### src/rtl/i2c_seq_master.sv
// i2c_seq_master: Wishbone sequencer driving the I2C register file for single-byte transfers.
// Optional watchdog (poll timeout and missing-ack abort) enabled by defining I2C_SEQ_TIMEOUT_EN.
module i2c_seq_master #(
  parameter logic [15:0] CLK_DIV        = 16'd250,
  parameter int          POLL_GAP       = 8,
  parameter int          TIMEOUT_CYCLES = 100000
) (
  input  logic       clk,
  input  logic       rst,
  input  logic       cmd_valid,
  output logic       cmd_ready,
  input  logic       cmd_rw,
  input  logic [7:0] cmd_wdata,
  output logic       rsp_valid,
  output logic [7:0] rsp_rdata,
  output logic       rsp_nack,
  output logic       rsp_timeout,
  output logic [5:0] wb_adr_o,
  output logic [7:0] wb_dat_o,
  input  logic [7:0] wb_dat_i,
  output logic       wb_we_o,
  output logic       wb_cyc_o,
  output logic       wb_stb_o,
  input  logic       wb_ack_i
);

  typedef enum logic [3:0] {
    S_IDLE, S_CFG_LO, S_CFG_HI, S_TX, S_CTRL,
    S_POLL, S_GAP, S_RX, S_CLR, S_RESP
  } state_t;

  localparam logic [5:0]  A_CTRL   = 6'h00;
  localparam logic [5:0]  A_STATUS = 6'h04;
  localparam logic [5:0]  A_TX     = 6'h08;
  localparam logic [5:0]  A_RX     = 6'h0C;
  localparam logic [5:0]  A_DIV_LO = 6'h10;
  localparam logic [5:0]  A_DIV_HI = 6'h14;
  localparam logic [15:0] GAP_LAST = 16'(POLL_GAP - 1);

  if (POLL_GAP < 1 || TIMEOUT_CYCLES < 1) begin : g_cfg_chk
    $error("i2c_seq_master: POLL_GAP and TIMEOUT_CYCLES must be >= 1");
  end

  state_t      st, nxt;
  logic        go;
  logic [1:0]  ph;
  logic [15:0] gap_cnt;
  logic        cfg_done;
  logic        rw_q;
  logic [7:0]  wdata_q;
  logic [7:0]  rd_q;
  logic [7:0]  rx_q;
  logic        nack_q;
  logic        wd_hit;
  logic        ack_hit;
  logic        poll_ok;
  logic        cur_rw;
  logic [7:0]  cur_wd;
  logic        nxt_bus;
  logic        nxt_we;
  logic [5:0]  nxt_adr;
  logic [7:0]  nxt_dat;

  assign poll_ok = !rd_q[0] && rd_q[1];
  assign cur_rw  = (st == S_IDLE) ? cmd_rw : rw_q;
  assign cur_wd  = (st == S_IDLE) ? cmd_wdata : wdata_q;

  // ph: 0 = strobe cycle, 1 = waiting for ack, 2 = turnaround with cyc low
  always_comb begin
    go  = 1'b0;
    nxt = st;
    unique case (st)
      S_IDLE: begin
        if (cmd_valid && cmd_ready) begin
          go  = 1'b1;
          nxt = !cfg_done ? S_CFG_LO : (cmd_rw ? S_CTRL : S_TX);
        end
      end
      S_GAP: begin
        if (wd_hit) begin
          go  = 1'b1;
          nxt = S_CLR;
        end else if (gap_cnt == GAP_LAST) begin
          go  = 1'b1;
          nxt = S_POLL;
        end
      end
      S_RESP: begin
        go  = 1'b1;
        nxt = S_IDLE;
      end
      default: begin
        if (ack_hit) begin
          go  = 1'b1;
          nxt = S_RESP;
        end else if (ph == 2'd2) begin
          go = 1'b1;
          unique case (st)
            S_CFG_LO: nxt = S_CFG_HI;
            S_CFG_HI: nxt = rw_q ? S_CTRL : S_TX;
            S_TX:     nxt = S_CTRL;
            S_CTRL:   nxt = S_POLL;
            S_POLL: begin
              if (poll_ok)
                nxt = (rw_q && !rd_q[2]) ? S_RX : S_CLR;
              else
                nxt = wd_hit ? S_CLR : S_GAP;
            end
            S_RX:     nxt = S_CLR;
            default:  nxt = S_RESP;
          endcase
        end
      end
    endcase
  end

  always_comb begin
    nxt_bus = 1'b1;
    nxt_we  = 1'b1;
    nxt_adr = A_CTRL;
    nxt_dat = 8'h00;
    unique case (nxt)
      S_CFG_LO: begin
        nxt_adr = A_DIV_LO;
        nxt_dat = CLK_DIV[7:0];
      end
      S_CFG_HI: begin
        nxt_adr = A_DIV_HI;
        nxt_dat = CLK_DIV[15:8];
      end
      S_TX: begin
        nxt_adr = A_TX;
        nxt_dat = cur_wd;
      end
      S_CTRL: nxt_dat = {6'b0, cur_rw, 1'b1};
      S_POLL: begin
        nxt_we  = 1'b0;
        nxt_adr = A_STATUS;
      end
      S_RX: begin
        nxt_we  = 1'b0;
        nxt_adr = A_RX;
      end
      S_CLR: nxt_dat = 8'h00;
      default: begin
        nxt_bus = 1'b0;
        nxt_we  = 1'b0;
      end
    endcase
  end

  always_ff @(posedge clk) begin
    if (rst) begin
      st        <= S_IDLE;
      ph        <= 2'd0;
      gap_cnt   <= '0;
      cfg_done  <= 1'b0;
      rw_q      <= 1'b0;
      wdata_q   <= 8'h00;
      rd_q      <= 8'h00;
      rx_q      <= 8'h00;
      nack_q    <= 1'b0;
      cmd_ready <= 1'b0;
      rsp_valid <= 1'b0;
      rsp_rdata <= 8'h00;
      rsp_nack  <= 1'b0;
      wb_cyc_o  <= 1'b0;
      wb_stb_o  <= 1'b0;
      wb_we_o   <= 1'b0;
      wb_adr_o  <= 6'h00;
      wb_dat_o  <= 8'h00;
    end else begin
      rsp_valid <= 1'b0;
      cmd_ready <= ((go ? nxt : st) == S_IDLE);
      if (go) begin
        st       <= nxt;
        ph       <= 2'd0;
        gap_cnt  <= '0;
        wb_cyc_o <= nxt_bus;
        wb_stb_o <= nxt_bus;
        wb_we_o  <= nxt_we;
        wb_adr_o <= nxt_adr;
        wb_dat_o <= nxt_dat;
        if (st == S_IDLE) begin
          rw_q    <= cmd_rw;
          wdata_q <= cmd_wdata;
          rx_q    <= 8'h00;
          nack_q  <= 1'b0;
        end
        if (st == S_CFG_HI)
          cfg_done <= 1'b1;
        if (st == S_POLL && poll_ok)
          nack_q <= rd_q[2];
        if (st == S_RX)
          rx_q <= rd_q;
        if (nxt == S_RESP) begin
          rsp_valid <= 1'b1;
          rsp_rdata <= rx_q;
          rsp_nack  <= nack_q;
        end
      end else if (st == S_GAP) begin
        gap_cnt <= gap_cnt + 16'd1;
      end else if (ph == 2'd0 && wb_stb_o) begin
        wb_stb_o <= 1'b0;
        ph       <= 2'd1;
      end else if (ph == 2'd1 && wb_ack_i) begin
        wb_cyc_o <= 1'b0;
        wb_we_o  <= 1'b0;
        wb_adr_o <= 6'h00;
        wb_dat_o <= 8'h00;
        rd_q     <= wb_dat_i;
        ph       <= 2'd2;
      end
    end
  end

`ifdef I2C_SEQ_TIMEOUT_EN
  logic [31:0] wd_cnt;
  logic [3:0]  ack_cnt;
  logic        to_q;
  logic        wd_abort;

  assign wd_hit   = wd_cnt >= 32'(TIMEOUT_CYCLES - 1);
  assign ack_hit  = (ph == 2'd1) && wb_cyc_o && !wb_ack_i && (ack_cnt == 4'd15);
  // only the watchdog can send GAP, or an unfinished POLL, straight to CLR
  assign wd_abort = go && (nxt == S_CLR) &&
                    ((st == S_GAP) || (st == S_POLL && !poll_ok));

  always_ff @(posedge clk) begin
    if (rst) begin
      wd_cnt      <= '0;
      ack_cnt     <= '0;
      to_q        <= 1'b0;
      rsp_timeout <= 1'b0;
    end else begin
      wd_cnt  <= (st == S_POLL || st == S_GAP) ? wd_cnt + 32'd1 : '0;
      ack_cnt <= (ph == 2'd1 && wb_cyc_o) ? ack_cnt + 4'd1 : '0;
      if (go && st == S_IDLE)
        to_q <= 1'b0;
      else if (wd_abort)
        to_q <= 1'b1;
      if (go && nxt == S_RESP)
        rsp_timeout <= to_q | ack_hit;
    end
  end
`else
  assign wd_hit      = 1'b0;
  assign ack_hit     = 1'b0;
  assign rsp_timeout = 1'b0;
`endif

endmodule
### config.mk
export PLATFORM = sky130hd
export DESIGN_NAME = i2c_seq_master
export DESIGN_NICKNAME = d
export VERILOG_FILES = /design/src/rtl/i2c_seq_master.sv
export SDC_FILE = /design/constraint.sdc
export NUM_CORES = 1
export LEC_CHECK = 0
export CORE_UTILIZATION = 30
export DETAILED_ROUTE_END_ITERATION = 7
export SYNTH_ARGS = -nofsm -noshare
export SYNTH_HDL_FRONTEND = slang
export SYNTH_SLANG_ARGS = --single-unit
### constraint.sdc
create_clock -name clk -period 2.3 [get_ports clk]
set_input_delay 0.23 -clock clk [delete_from_list [all_inputs] [get_ports clk]]
set_output_delay 0.23 -clock clk [all_outputs]
set_load 0.05 [all_outputs]
==> flow_summary.json, run 1 <==
{
  "synthCells": 373,
  "routabilityCongestion": 0.786,
  "fillerInstances": 1050,
  "number_of_distinct_library_cells_after_synthesis": 59,
  "tightestPinTransition_ps": 536,
  "cpPeakStageDelay_ps": 340,
  "slew_viol_final": 0,
  "max-slew-margin-rel": 0.641,
  "grt_max_degree": 30,
  "finalWirelength_microns": 8320,
  "synth_seq_area_share": 0.439,
  "die_width_microns": 108,
  "irDropWorstVdd_v": 0.000462,
  "final_hold_viol_count": 0,
  "initial_utilization": 0.310,
  "cp_data_required_time_ps": 2520,
  "ctsHtreeMaxLevel": 3,
  "depth_of_the_critical_timing_path_with_buffers_and_inverters_included": 11,
  "synth_ff_type": "sky130_fd_sc_hd__dfxtp_1",
  "grt_pass1_vias": 2947,
  "min_period_over_period": 0.975,
  "post_route_cells_drive_above_1_share": 0.216,
  "power_leakage_nw": 1.93,
  "layout.nets": 485,
  "clock-sinks": 74,
  "fp-row-count": 38,
  "die_h_microns": 108,
  "synthesis.yosys.warnings": 0,
  "core_region_area_sq_um": 10900,
  "port_buffers": 45,
  "die-area_sq_um": 11700,
  "timing.reg2reg.worst_path_depth": 11,
  "setup_violations": 0,
  "dp_hpwl_microns": 5880,
  "timing.critical_path.fanout_max": 5,
  "detailedRoute.firstIterationViolations": 177,
  "crit_path_start_kind": "flip-flop",
  "setup.worst_path.class": "reg -> reg",
  "global_route_wire_length_before_repair_microns": 13900,
  "worst_hold_slack_ps": 459,
  "synthToLayoutAreaGrowth_pct": 37.8,
  "total_number_of_vias": 2942,
  "clock-root-buffer": "sky130_fd_sc_hd__clkbuf_8",
  "cap_viol_max_count": 0,
  "timing.critical_path.to_type": "flip-flop",
  "asyncSetResetFlopFracSynth": 0,
  "post-route-worst-setup-slack_ps": 57.9,
  "timing.hold.worst.class": "in -> reg",
  "power-per-cell-area_nw_per_um2": 1050,
  "final_cell_mix": "71 x sky130_fd_sc_hd__dfxtp_1, 58 x sky130_fd_sc_hd__nor2_1, 51 x sky130_fd_sc_hd__buf_4",
  "critical-path-slowest-cell": "sky130_fd_sc_hd__dfxtp_1",
  "whs_path_depth": 3,
  "status": "completed",
  "overflow": 0,
  "vias_per_cell": 4.84,
  "clkSlewWorstSetupHoldPaths_ps": 80,
  "crit_path_cell_trace": "ha_1, nor4b_4, buf_4, a41oi_2, buf_4, a311oi_4, a31oi_4, buf_4, buf_4, o21ai_0, o221ai_1",
  "skew_ps": 13.5,
  "ios": 50,
  "ys_seq_elements": 74,
  "achievable-frequency_ghz": 0.446,
  "syn_avg_cell_area_sq_um": 9.04,
  "drtPass1Iterations": 4,
  "syn-cell-area_sq_um": 3370,
  "synth-edff-count": 0,
  "timing.critical_path.buf_inv": 4,
  "worst_path_dominant_cell_family": "compound AO/OA/AOI/OAI gates",
  "antenna_violating_nets_post_route": 0,
  "preCtsSetupSlack_ps": -199,
  "critical-path-top-cell-by-count": "sky130_fd_sc_hd__buf_4",
  "antenna_violations_before_repair": 0,
  "insertedDiodeCount": 0,
  "period_needed_ps": 2240,
  "grt.total_usage": 0.151,
  "timing.critical_path.arrival_ps": 2470,
  "clk_latency_ps": 350,
  "numCtsBuffers": 9,
  "hold_fix_buffers_cts": 0,
  "routedWlPerCell_microns": 13.7,
  "cts_tree": "built",
  "layout_commonest_cell": "sky130_fd_sc_hd__dfxtp_1",
  "drc_errors": 0,
  "ctsLongestPathBuffers": 2
}
[synth_stat cells, drive strengths merged, types with 2 or more instances]
cell type  number  area share
xnor2           7       0.018
and2            2      0.0037
a22oi           8       0.018
a211oi          4      0.0089
nor2           60       0.069
a21o            6       0.013
nor4            4       0.014
a221oi          2      0.0089
o211ai          4      0.0089
or2             2      0.0037
buf            19       0.037
and2b           2      0.0052
mux2i          25       0.074
nor4b           3      0.0078
nor3            9       0.018
inv             7      0.0078
or3             2      0.0037
nand4          12       0.027
nand3           9       0.013
a31oi           3      0.0074
and4            2      0.0052
dfxtp          74        0.44
o21ai           8       0.012
nor2b           2      0.0037
nand2b          7       0.013
xor2            9       0.023
clkbuf          6      0.0067
a21oi          18       0.028
a41oi           3      0.0078
nand2          31       0.035
and3            5      0.0093
[path summary, 6_finish.rpt]
path | from | slack [ps] | to
setup / recovery | gap_cnt[1] | 60 | wb_adr_o[2]
hold / removal | cmd_wdata[1] | 460 | wdata_q[1]
setup reg to reg | gap_cnt[1] | 60 | wb_adr_o[2]
hold reg to reg | wb_dat_o[6] | 460 | wb_dat_o[6]
[per-stage QoR]
stage | cells | power [mW] | instance area, sq um | utilization | setup TNS, ps
finish | 608 | 4.86 | 4650 | 0.427 | 0
global route | 608 | 5.16 | 4650 | 0.427 | -112
CTS | 603 | 4.71 | 4510 | 0.414 | 0
floorplan | 376 | 2.88 | 3380 | - | 0
global placement | 582 | 3.57 | 4240 | 0.390 | -1400
detailed placement | 582 | 3.59 | 4240 | 0.390 | -2580
[state kept, by name, summed over array words and instances, names as in the netlist, 2 cells and up]
| name | count |
|---|---|
| wb_dat_o | 8 |
| ph | 2 |
| st | 4 |
| wdata_q | 8 |
| gap_cnt | 16 |
| rx_q | 8 |
| rsp_rdata | 8 |
| wb_adr_o | 3 |
| rd_q | 8 |
[power breakdown]
| part | internal, mW | total [mW] | switching, mW | leakage [nW] |
|---|---|---|---|---|
| sequential | 1.44 | 1.57 | 0.125 | 0.600 |
| clock | 0.503 | 1.01 | 0.506 | 0.0925 |
| combinational | 1.03 | 2.28 | 1.25 | 1.24 |
[worst min-delay path, stage by stage]
cell,delay (ps)
sky130_fd_sc_hd__clkdlybuf4s50_1,420
sky130_fd_sc_hd__nand2_1,60
sky130_fd_sc_hd__a21oi_1,50
[layer usage]
metal | routed length, microns | GRT usage | up-vias
li1 | - | - | 1484
met1 | 3860 | 0.193 | 1396
met2 | 4010 | 0.244 | 52
met3 | 352 | 0.0428 | 10
met4 | 99 | 0.0499 | 0
met5 | 0 | 0 | -
[cell type report]
type,instances,area [sq um],area share
multi-input cells,270,1840,0.396
flip-flops and latches,74,1490,0.320
repair buffers,101,925,0.199
well taps,140,175,0.0377
clock buffers,10,128,0.0275
clock inverters,6,67.6,0.0145
inverters,7,26.3,0.00565
[timing repair]
item                                    CTS  global route
gates resized for setup                   6            17
pin swaps                                 1             6
endpoints found under the setup margin   30            43
buffers inserted                          5             5
[cells by family after synthesis]
kind of cell / Yosys count / synth area share
AOI/OAI and AO/OA: 65 / 0.137
xor gates and xnor gates: 16 / 0.0416
adders and majority gates: 1 / 0.00371
buffers and inverters: 32 / 0.0519
DFF: 74 / 0.439
muxes: 26 / 0.0776
other: 1 / 0.00111
and+or+nand+nor: 158 / 0.247
(Power assumes the default switching activity.)
==> run 2: changes to the inputs <==
--- a/config.mk
+++ b/config.mk
@@ -5,6 +5,7 @@
 export SDC_FILE = /design/constraint.sdc
 export NUM_CORES = 1
 export LEC_CHECK = 0
+export CORE_MARGIN = 4
 export CORE_UTILIZATION = 30
 export DETAILED_ROUTE_END_ITERATION = 7
 export SYNTH_ARGS = -nofsm -noshare
==> constraint.sdc (replaced) <==
create_clock -name clk -period 2.3 [get_ports clk]
set_input_delay 0.46 -clock clk [delete_from_list [all_inputs] [get_ports clk]]
set_output_delay 0.46 -clock clk [all_outputs]
set_load 0.05 [all_outputs]
==> run 2 against run 1 <==
Effect of this change:
- maximum frequency shrank 2.2%
- non-clock buffer count shrank 10
- sequential power is essentially flat
- sequential share of layout area shrank 0.70 points
- clock power grew 54%
- combinational power shrank 6%
- cell count shrank 1.6%
- worst setup slack lost 51 ps
- via count shrank 0.68%
- register-to-register slack lost 50 ps
- largest power group unchanged
==> flow_summary.json, run 2 (same netlist as run 1, synthesis figures left out) <==
{
  "core_region_area_sq_um": 10900,
  "final_hold_viol_count": 0,
  "postLayoutCellArea_sq_um": 4760,
  "ctsHtreeMaxLevel": 3,
  "layout_commonest_cell": "sky130_fd_sc_hd__dfxtp_1",
  "fin_tns_setup_ps": 0,
  "post_route_cells_drive_above_1_share": 0.207,
  "grt_pass1_vias": 2891,
  "drtPass1Iterations": 4,
  "initial_utilization": 0.308,
  "max-slew-margin-rel": 0.639,
  "final_core_utilization": 0.435,
  "die_width_microns": 114,
  "status": "completed",
  "synthToLayoutAreaGrowth_pct": 41.1,
  "cts_tree": "built",
  "grt_max_degree": 39,
  "groute.layer.met1.usage": 0.180,
  "final_cell_mix": "69 x sky130_fd_sc_hd__dfxtp_1, 58 x sky130_fd_sc_hd__nor2_1, 45 x sky130_fd_sc_hd__clkdlybuf4s50_1",
  "timing.critical_path.arrival_ps": 2560,
  "crit_path_start_kind": "flip-flop",
  "finalWirelength_microns": 8520,
  "preCtsSetupSlack_ps": -130,
  "layout.nets": 475,
  "detailedRoute.firstIterationViolations": 144,
  "dp_hpwl_microns": 5920,
  "antenna_violating_nets_post_route": 0,
  "skew_ps": 4.94,
  "die_h_microns": 114,
  "grt.total_usage": 0.132,
  "clock-root-buffer": "sky130_fd_sc_hd__clkbuf_16",
  "routabilityCongestion": 0.811,
  "largest_register_ffs": 16,
  "vias_per_cell": 4.89,
  "tightestPinTransition_ps": 539,
  "routedWlPerCell_microns": 14.3,
  "post-route-worst-setup-slack_ps": 7.32,
  "global_route_wire_length_before_repair_microns": 14000,
  "startpoint": "gap_cnt[12]",
  "use_met3": 0.0462,
  "achievable-frequency_ghz": 0.436,
  "setup.worst_path.class": "reg -> reg",
  "clock-sinks": 74,
  "port_buffers": 45,
  "overflow": 0,
  "cap_viol_max_count": 0,
  "power-per-cell-area_nw_per_um2": 1110,
  "dp_cells": 578,
  "report.power.total_mw": 5.28,
  "timing.critical_path.fanout_max": 5,
  "fp-row-count": 38,
  "numCtsBuffers": 9,
  "slew_viol_final": 0,
  "grt_util_met2": 0.203,
  "fillerInstances": 1071,
  "ctsLongestPathBuffers": 2,
  "r2r_start": "gap_cnt[12]",
  "r2r_slack_ps": 7,
  "final_cell_count_no_fill": 598,
  "die-area_sq_um": 13000,
  "timing.hold.worst.start": "wdata_q[2]",
  "drc_errors": 0,
  "clkSlewWorstSetupHoldPaths_ps": 60,
  "regMostFlops": "gap_cnt",
  "worst_hold_slack_ps": 456,
  "clk_latency_ps": 330,
  "irDropWorstVdd_v": 0.000568,
  "cp_data_required_time_ps": 2570,
  "ios": 50,
  "placement.cell_area_sq_um": 4240,
  "min_period_over_period": 0.997,
  "period_needed_ps": 2290,
  "insertedDiodeCount": 0,
  "global_route.peak_usage_layer": "met2",
  "power_leakage_nw": 1.97,
  "timing.critical_path.to_type": "flip-flop",
  "timing.hold.worst.class": "reg -> reg",
  "total_number_of_vias": 2922,
  "setup_violations": 0,
  "antenna_violations_before_repair": 0
}
[run 2: worst max-delay path: stages, from the launching register on]
cell                       delay [ps]
sky130_fd_sc_hd__dfxtp_1          340
sky130_fd_sc_hd__nor3_1           470
sky130_fd_sc_hd__a41oi_4          200
sky130_fd_sc_hd__a221oi_2         290
sky130_fd_sc_hd__buf_4            200
sky130_fd_sc_hd__and2b_2          180
sky130_fd_sc_hd__nand4_4          100
sky130_fd_sc_hd__or3b_1           370
sky130_fd_sc_hd__nand3_1           80
[run 2: path summary, 6_finish.rpt]
check                     end  depth (start not counted)
hold reg to reg    wdata_q[2]                          2
setup reg to reg  wb_dat_o[0]                          8
setup / recovery  wb_dat_o[0]                          8
hold / removal     wdata_q[2]                          2
[run 2: cell type report]
type	instances	area, sq um	area share
Clock inverter	4	72.6	0.0153
Multi-Input combinational cell	270	1850	0.388
Clock buffer	12	267	0.0560
Timing Repair Buffer	91	883	0.186
Inverter	7	26.3	0.00552
Tap cell	140	175	0.0368
Sequential cell	74	1490	0.313
[run 2: layer usage]
layer,wire length (microns),share of wire
met1,4020,0.47
met2,3980,0.47
met3,465,0.055
met4,55,0.0065
met5,0,0
[run 2: repair_timing]
item / CTS / global route
pin swaps: 0 / 6
cloned: 0 / 2
endpoints found under the setup margin: 12 / 39
resized for setup: 4 / 21
hold buffers: 0 / 0
buffers inserted: 0 / 2
hold endpoints to repair: 0 / 0
[run 2: report_power, final]
group / internal [mW] / leakage, nW / switching, mW
Sequential: 1.44 / 0.601 / 0.129
Combinational: 0.935 / 1.20 / 1.21
Clock: 1.04 / 0.165 / 0.525
